===== src/rtl/uc_cuenta_n.sv =====
`default_nettype none
// ============================================================================
// Module   : uc_cuenta_n
// Brief    : Control unit that sequences a shift-and-add ones counter over an
//            N-bit operand, with an optional early exit once Q is all zero.
// Revision : 1.0 - initial release
// ============================================================================
module uc_cuenta_n #(
  parameter int N          = 3,
  parameter bit EARLY_EXIT = 1'b0,
  parameter int CW         = $clog2(N)
) (
  input  logic clk,
  input  logic reset,
  input  logic start,
  input  logic q0,
  input  logic q_zero,
  output logic carga_q,
  output logic desplaza_q,
  output logic reset_a,
  output logic carga_a,
  output logic busy,
  output logic fin
);

  typedef enum logic [1:0] {
    S_IDLE = 2'd0,
    S_LOAD = 2'd1,
    S_STEP = 2'd2,
    S_DONE = 2'd3
  } state_t;

  localparam logic [CW-1:0] C_LAST_STEP = CW'(N - 1);

  state_t        state_q, state_d;
  logic [CW-1:0] cnt_q, cnt_d;

  always_comb begin
    state_d    = state_q;
    cnt_d      = cnt_q;
    carga_q    = 1'b0;
    desplaza_q = 1'b0;
    reset_a    = 1'b0;
    carga_a    = 1'b0;
    busy       = 1'b0;
    fin        = 1'b0;

    case (state_q)
      S_IDLE: begin
        if (start) begin
          state_d = S_LOAD;
        end
      end

      S_LOAD: begin
        carga_q = 1'b1;
        reset_a = 1'b1;
        busy    = 1'b1;
        cnt_d   = '0;
        state_d = S_STEP;
      end

      S_STEP: begin
        busy = 1'b1;
        // An all-zero Q cannot add any more ones, so stop without touching A or Q.
        if (EARLY_EXIT && q_zero) begin
          state_d = S_DONE;
        end else begin
          desplaza_q = 1'b1;
          carga_a    = q0;
          if (cnt_q == C_LAST_STEP) begin
            state_d = S_DONE;
          end else begin
            cnt_d = cnt_q + CW'(1);
          end
        end
      end

      S_DONE: begin
        fin = 1'b1;
        // Leaving only on start=0 means a held start never re-arms a count.
        if (!start) begin
          state_d = S_IDLE;
        end
      end

      default: begin
        state_d = S_IDLE;
      end
    endcase
  end

  always_ff @(posedge clk) begin
    if (reset) begin
      state_q <= S_IDLE;
      cnt_q   <= '0;
    end else begin
      state_q <= state_d;
      cnt_q   <= cnt_d;
    end
  end

endmodule
`default_nettype wire


===== config.mk =====
export PLATFORM = sky130hd
export DESIGN_NAME = uc_cuenta_n
export DESIGN_NICKNAME = d
export VERILOG_FILES = /design/src/rtl/uc_cuenta_n.sv
export SDC_FILE = /design/constraint.sdc
export NUM_CORES = 1
export LEC_CHECK = 0
export CAP_MARGIN = 10
export CELL_PAD_IN_SITES_DETAIL_PLACEMENT = 0
export CELL_PAD_IN_SITES_GLOBAL_PLACEMENT = 1
export CORE_AREA = 5 5 42 44
export CTS_CLUSTER_DIAMETER = 80
export DETAILED_ROUTE_END_ITERATION = 10
export DIE_AREA = 0 0 47 49
export PLACE_DENSITY_LB_ADDON = 0.1
export SLEW_MARGIN = 30
export SYNTH_ARGS = -nofsm -noshare
export SYNTH_HDL_FRONTEND = slang
export SYNTH_SLANG_ARGS = --single-unit

===== constraint.sdc =====
create_clock -name clk -period 2.1 [get_ports clk]
set_input_delay 0.42 -clock clk [delete_from_list [all_inputs] [get_ports clk]]
set_output_delay 0.42 -clock clk [all_outputs]
set_load 0.1 [all_outputs]

; Word-level counts from Yosys, hierarchy flattened
; Index checks and enable logic that the tools add are counted.
; W data, S select, Z words.
[classes]
reduce_logical = 5
n_addsub = 1
eq_ne = 8
n_mux = 11
[op_table]
columns = op, n
row1 = $mux W2, 4
row2 = $ne A2 B2 Y1 const B, 4
row3 = $pmux W2 S4, 1
row4 = $eq A2 B2 Y1 const B, 3
row5 = $mux W1, 5
row6 = $pmux W2 S2, 1
row7 = $reduce_and A3 Y1, 1
row8 = $add A2 B1 Y2 const B, 1
row9 = $eq A2 B1 Y1 const B, 1
row10 = $logic_not A2 Y1, 1
row11 = $reduce_and A2 Y1, 1
row12 = $reduce_bool A2 Y1, 1
row13 = $reduce_or A2 Y1, 1
[totals]
in_bits = 5
word_cells = 27
ff_bits = 4
out_inout_bits = 6

; Logic depth before layout (Yosys ltp)
; Gate-level depths: netlist of the first run.
[depth]
word_depth = 3
ltp_mapped = 5
depth_no_buf = 5

; Worst setup path before layout of the first run
; OpenSTA, ideal clock, no wires.
[synth_timing]
kind = reg-to-output
start = reg state_q[0]
end = out carga_a
t_arrival_ps = 2139
path_buffers = 0
t_required_ps = 1680
setup_slack_ps = -459
stages_incl_launch_ff = 4
cell_sequence = dfxtp_1 -> inv_1 -> ha_1 -> and2_1
[synth_via]
elab_chain_len = 2
[synth_lines]
columns = item, line_no
row1 = from (decl), 35  ; state_t state_q, state_d;
row2 = from (signal assigned), 98  ; state_q <= state_d;
row3 = $eq A2 B2 Y1, 48  ; case (state_q)
row4 = $mux W1, 48
row5 = to (decl), 21  ; output logic carga_a,
; No other way between the ends.

; Final worst setup path of the first run
; Ends and elaborated chain as after synthesis.

==> flow_summary.ini, run 1 <==
[run_status]
outcome = completed

[route]
first_iter_violations = 2
viasPerCell = 4.368
wirelength_um = 642
dr_total_vias = 249
antenna_left = 0
wire_per_inst_um = 11.26
route.detailed.drc = 0
drt_pass1_iterations = 3

[clocking]
cts_setup_buffers = 0
cts_tree = done
ctsResizeCount = 0
clock_latency_ns = 0.23
cts_made_buffers = 3
path_clk_slew_ns = 0.04
hold_buffers = 0
clk_path_buf_depth = 2
htree_levels = 1
cts_root_buffer = clkbuf_4
cts_sinks = 4

[logic_synthesis]
synth.area.top_cells = dfxtp_1, ha_1, nand2b_1
yosys.area.top_type = dfxtp_1
yosysSeqAreaShare_pct = 28.83
synthCells = 30
ys_ff_latch = 4
yosysWarnings = 0
syn_nets = 41
syn_avg_cell_area_um2 = 9.259
ys_types = 14
netlist_area_um2 = 277.8
synth_top_area_share_pct = 28.83

[global_routing]
antenna_found_initial = 0
grt_pass1_vias = 279
grt-ovfl-total = 0
grt_use_total_pct = 6.756
grt_pass1_wl_um = 1138
grt_max_degree = 7

[cells_and_area]
layout.nets = 54
final_common_cell = buf_12
num_antenna_cells = 0
n_fill_cell = 158
final_cell_mix = buf_12, ha_1, inv_1, dfxtp_1
drive_gt1_share_pct = 29.27
syn_to_final_growth_pct = 68.02

[setup_path]
crit_fanout = 6
crit_type = reg -> out
endpoint_kind = output pin
crit_required_ns = 1.68
reg2reg_slack_ns = 0.73
critPathLaunchType = flip-flop
crit_arrival_ns = 1.32

[sta]
setup-violations-final = 0
slew_headroom_pct = 83.41
finalSetupTns_ns = 0
fmax_mhz = 573.3
tightest_slew_ns = 0.2440
hold_violations = 0
rsz0062_at_grt = false
slew_viol_final = 0
min_period_ns = 1.744
post-route-period-util_pct = 83.06
finClkSkew_ns = 0.0008043
holdWs_ns = 0.4691

[placed_design]
numPortBuffers = 9
dp_hpwl_um = 564
gp_congestion = 0.7461

[run]
drv_cap = 0

[floorplan]
die_x_um = 47
start_util_pct = 19.82
chipHeight_um = 49
die-area_um2 = 2303
ios = 11
num_rows = 14
core_um2 = 1401

[worst_hold_path]
hp-class = reg -> reg
final cells by class:
type	count	area (um^2)	share of cell area (%)
multi-input cells	21	178.9	38.34
repair buffers	9	150.1	32.17
flip-flops and latches	4	80.08	17.16
clock buffers	3	22.52	4.826
well taps	16	20.02	4.290
inverters	4	15.01	3.217
flip-flops by register name, indices dropped and copies added (netlist names):
register / cells
cnt_q: 2
state_q: 2
cell families after synthesis:
kind of cell | Yosys count | share of synthesized area, %
buffers and inverters | 5 | 8.108
flip-flops | 4 | 28.83
adder cells (fa/ha/maj) | 6 | 27.03
AND/OR/NAND/NOR | 8 | 16.22
multiplexers | 1 | 4.954
AO/OA/AOI/OAI | 6 | 14.87
synth_stat cells, drive strengths merged:
| cell type | count |
|---|---|
| inv | 4 |
| nor2 | 2 |
| a211oi | 2 |
| mux2i | 1 |
| nor3b | 1 |
| ha | 6 |
| a21oi | 2 |
| nand3 | 1 |
| nand2b | 3 |
| a31oi | 1 |
| and2 | 1 |
| buf | 1 |
| dfxtp | 4 |
| a41o | 1 |
final timing paths:
path,start,endpoint,cells past startpoint
max,state_q[0],carga_a,4
min,cnt_q[0],cnt_q[0],2
max reg2reg,state_q[0],state_q[1],5
min reg2reg,cnt_q[0],cnt_q[0],2
metrics by stage:
stage	instances	instance area (um^2)	utilization, %	setup slack [ns]
5_1_grt	57	466.7	33.30	0.2613
3_5_place_dp	54	444.2	31.70	0.4407
2_1_floorplan	30	281.5	-	0.01646
6_report	57	466.7	33.30	0.3557
3_3_place_gp	54	444.2	31.70	0.4766
4_1_cts	57	466.7	33.30	0.3294
per-layer routing:
layer | track usage [%] | vias up | wire (um)
li1 | - | 123 | -
met1 | 6.360 | 121 | 217
met2 | 11.54 | 5 | 398
met3 | 2.583 | 0 | 26
met4 | 4.147 | 0 | 0
met5 | 0 | - | 0
worst max-delay path: stages (launching register included):
cell and delay [ns]:
dfxtp_1 0.39, inv_1 0.10, ha_2 0.24, and2_2 0.20
buf_12 0.16
Power of run 1 is left out: the tool's default activity adds up to more than one toggle a clock period on the data nets, which glitch-free logic cannot reach.
==> run 2: changes to the inputs <==
==> constraint.sdc (replaced) <==
create_clock -name clk -period 1.5 [get_ports clk]
set_input_delay 0.3 -clock clk [delete_from_list [all_inputs] [get_ports clk]]
set_output_delay 0.3 -clock clk [all_outputs]
set_load 0.1 [all_outputs]
==> run 2 against run 1 <==
Against the previous run: clock skew up 0.0017 ns; via count up 2.8%; non-clock buffer count up 3; critical path type unchanged; critical endpoint is now busy.
==> flow_summary.ini, run 2 (same netlist as run 1, synthesis figures left out) <==
[setup_path]
r2r_end = state_q[1]
endpoint_kind = output pin
crit_fanout = 4
r2r_cells = 6
crit_arrival_ns = 1.15
reg2reg_slack_ns = 0.20
reg2reg_from = state_q[0]
worstSetupStartpoint = state_q[1]
critPathLaunchType = flip-flop
crit_type = reg -> out
crit_required_ns = 1.20

[global_routing]
grt-ovfl-total = 0
grt_use_total_pct = 7.730
grt_pass1_vias = 280
grt_max_degree = 7
antenna_found_initial = 0
grt_pass1_wl_um = 1214

[floorplan]
ios = 11
core_um2 = 1401
start_util_pct = 19.82
die_x_um = 47
chipHeight_um = 49
num_rows = 14
die-area_um2 = 2303

[placed_design]
dpl.cell_count = 56
gp_congestion = 0.7983
dp_hpwl_um = 604.5
numPortBuffers = 9

[run]
drv_cap = 0

[cells_and_area]
final-instance-count-excl-fill = 60
num_antenna_cells = 0
syn_to_final_growth_pct = 95.50
layout.nets = 57
drive_gt1_share_pct = 50.00
top_regs = cnt_q x2, state_q x2
final_common_cell = buf_12
final_cell_mix = buf_12, ha_4

[clocking]
cts_made_buffers = 3
clock_latency_ns = 0.23
path_clk_slew_ns = 0.04
clk_path_buf_depth = 2
cts_root_buffer = clkbuf_4
cts_tree = done
cts_sinks = 4
htree_levels = 1

[sta]
finClkSkew_ns = 0.002513
holdWs_ns = 0.4696
setup-violations-final = 0
slew_viol_final = 0
fmax_mhz = 691.5
rsz0062_at_grt = false
tightest_slew_ns = 0.2203
post-route-period-util_pct = 96.40
finalSetupTns_ns = 0
hold_violations = 0
slew_headroom_pct = 85.02
min_period_ns = 1.446

[route]
antenna_left = 0
dr_total_vias = 256
wirelength_um = 702
wire_per_inst_um = 11.70
viasPerCell = 4.267
first_iter_violations = 1
drt_pass1_iterations = 4
route.detailed.drc = 0

[worst_hold_path]
holdPathStages = 2
hp-class = reg -> reg
hp-start = cnt_q[0]
min_to = cnt_q[0]

[run_status]
outcome = completed
==> run 2: changes by cell type in the layout (fill, tap and decap cells not counted), sizes merged <==
cell	before	now
buf	6	9
==> run 2: layout make-up <==
type,count,area [um^2]
Fill cell,140,858.3
Multi-Input combinational cell,21,227.7
Timing Repair Buffer,12,172.7
Sequential cell,4,85.08
Clock buffer,3,22.52
Tap cell,16,20.02
Inverter,4,15.01
==> run 2: worst max-delay path: stages (launching register included) <==
cell and delay (ns):
dfxtp_4 0.37, inv_2 0.08, ha_4 0.29, buf_12 0.17
==> run 2: repair_timing <==
item,4_1_cts,5_1_grt
resized for setup,4,4
endpoints found under the hold margin,0,0
pin swaps,0,1
buffers inserted,0,1
endpoints found under the setup margin,4,3
hold buffers,0,0
==> run 2: worst max-delay path by stage <==
stage | slack, ns | end | cells past startpoint
floorplan | -0.16 | reset_a | 3
global placement | 0.02 | state_q[1] | 4
detailed placement | -0.01 | state_q[0] | 4
CTS | 0.01 | carga_a | 4
global route | 0.003 | busy | 3
finish | 0.05 | busy | 3
==> run 2: stage by stage <==
step                      worst slack (ns)  instance area, um^2  util, %
after floorplan                    -0.1642                297.8        -
after detailed placement          -0.01007                475.5    33.93
after global routing              0.003471                543.0    38.75
after CTS                          0.01095                511.7    36.52
final                              0.05393                543.0    38.75
after global placement             0.02168                475.5    33.93
==> run 2: routing by layer <==
layer | up-vias | global-route usage, % | part of all wire, %
li1 | 129 | - | -
met1 | 119 | 6.550 | 35
met2 | 8 | 13.35 | 57
met3 | 0 | 6.642 | 7.1
met4 | 0 | 1.382 | 0
met5 | - | 0 | 0
Power of run 2 is left out for the same reason.
==> run 3: changes to the inputs <==
==> constraint.sdc (replaced) <==
create_clock -name clk -period 1.5 [get_ports clk]
set_input_delay 0.3 -clock clk [delete_from_list [all_inputs] [get_ports clk]]
set_output_delay 0.3 -clock clk [all_outputs]
set_load 0.05 [all_outputs]
==> run 3 against run 2 <==
Against the previous run: clock skew up 0.0037 ns; flip-flop and latch count unchanged; register-to-register slack about the same; wire length down 5.1%; non-clock buffer count down 2; maximum frequency down 0.75%; sequential share of layout area up 1.1 points; clock-buffer cell count unchanged; core utilization down 2.5 points; global-route usage down 0.76 points; highest routed layer unchanged; critical path type unchanged; design area down 6.5%.
==> flow_summary.ini, run 3 (same netlist as run 1, synthesis figures left out) <==
[pwr]
p_seq_share_pct = 15.2
combPwrFrac_pct = 74.8
fin_total_pwr_mw = 1.309
power_density_nw_per_um2 = 2577
p_leak_nw = 0.2064
switching_power_mw = 0.5975
switching_share_pct = 45.63
pwr-share-clk_pct = 10.0
p_int_mw = 0.7118
ir_drop_v = 0.001031

[setup_path]
r2r_end = state_q[1]
reg2reg_from = state_q[1]
crit_required_ns = 1.20
crit_arrival_ns = 1.16
crit_fanout = 4
reg2reg_slack_ns = 0.21
endpoint_kind = output pin
r2r_cells = 5
worstSetupStartpoint = state_q[1]
crit_type = reg -> out
critPathLaunchType = flip-flop

[cells_and_area]
final-instance-count-excl-fill = 58
n_fill_cell = 149
syn_to_final_growth_pct = 82.88
num_antenna_cells = 0
top_regs = cnt_q x2, state_q x2
final_common_cell = buf_12
final-seq-area_um2 = 85.08
layout.nets = 55
drive_gt1_share_pct = 42.86
multiInputGateArea_um2 = 205.2
fin_area_um2 = 508.0

[clocking]
cts_root_buffer = clkbuf_4
clock_latency_ns = 0.23
cts_setup_buffers = 0
hold_buffers = 0
htree_levels = 1
path_clk_slew_ns = 0.04
cts_sinks = 4
clk_path_buf_depth = 2
cts_made_buffers = 3
cts_tree = done

[route]
wirelength_um = 666
viasPerCell = 4.362
drt_pass1_iterations = 1
first_iter_violations = 0
route.detailed.drc = 0
wire_per_inst_um = 11.48
antenna_left = 0
dr_total_vias = 253

[sta]
slew_viol_final = 0
fmax_mhz = 686.4
tightest_slew_ns = 0.2379
min_period_ns = 1.457
setup-violations-final = 0
holdWs_ns = 0.4781
slew_headroom_pct = 84.05
post-route-period-util_pct = 97.13
rsz0062_at_grt = true
hold_violations = 0
finClkSkew_ns = 0.006181

[global_routing]
grtUsageMet3_pct = 4.428
antenna_found_initial = 0
grt_busiest_layer = met2
grt_use_total_pct = 6.967
grt_pass1_vias = 297
grt_use_met1_pct = 6.140
grt_pass1_wl_um = 1145
met2_usage_pct = 12.67
grt-ovfl-total = 0
grt_max_degree = 7

[placed_design]
placement.cell_area_um2 = 451.7
dp_hpwl_um = 581.6
gp_congestion = 0.7462
numPortBuffers = 9
dpl.cell_count = 55

[worst_hold_path]
holdPathStages = 2
min_to = cnt_q[0]
hp-start = cnt_q[0]
hp-class = reg -> reg

[floorplan]
die-area_um2 = 2303
num_rows = 14
ios = 11
chipHeight_um = 49
die_x_um = 47
core_um2 = 1401
start_util_pct = 19.82

[run_status]
outcome = completed

[run]
drv_cap = 0
## run 3: layout make-up
class	count	area share, %
Clock buffer	3	4.433
Inverter	4	3.448
Multi-Input combinational cell	21	40.39
Sequential cell	4	16.75
Tap cell	16	3.941
Timing Repair Buffer	10	31.03
## run 3: worst max-delay path by stage
stage	endpoint	depth (start not counted)
floorplan	reset_a	3
global placement	state_q[1]	4
detailed placement	state_q[1]	4
CTS	carga_a	4
global route	reset_a	3
finish	reset_a	3
## run 3: timing repair
action	4_1_cts	5_1_grt
endpoints found under the setup margin	2	3
endpoints found under the hold margin	0	0
gates resized for setup	7	2
pin swaps	0	1
## run 3: power by group through the flow
| stage | clock network, mW | logic [mW] | registers [mW] |
|---|---|---|---|
| after CTS | 0.136 | 0.991 | 0.195 |
| after floorplan | 0 | 0.531 | 0.165 |
| after global routing | 0.147 | 1.03 | 0.202 |
| final | 0.130 | 0.980 | 0.199 |
| after detailed placement | 0 | 0.917 | 0.179 |
| after global placement | 0 | 0.901 | 0.173 |
## run 3: routing by layer
layer / up-vias / part of all wire (%)
li1: 127 / -
met1: 119 / 32
met2: 7 / 62
met3: 0 / 5.1
met4: 0 / 0
met5: - / 0
## run 3: worst max-delay path: stages (launching register included)
cell and delay [ns]:
dfxtp_2 0.34, inv_1 0.15, ha_2 0.29, buf_12 0.15
## run 3: through the flow
stage / setup TNS [ns] / setup WS [ns] / utilization [%]
after floorplan: 0 / 0.005285 / -
final: 0 / 0.04308 / 36.25
after global routing: -0.05543 / -0.02774 / 36.25
after CTS: 0 / 0.002664 / 35.98
after detailed placement: -0.0003519 / -0.0003519 / 32.23
after global placement: 0 / 0.02567 / 32.23
No activity file was read; power rests on OpenSTA's default activity.
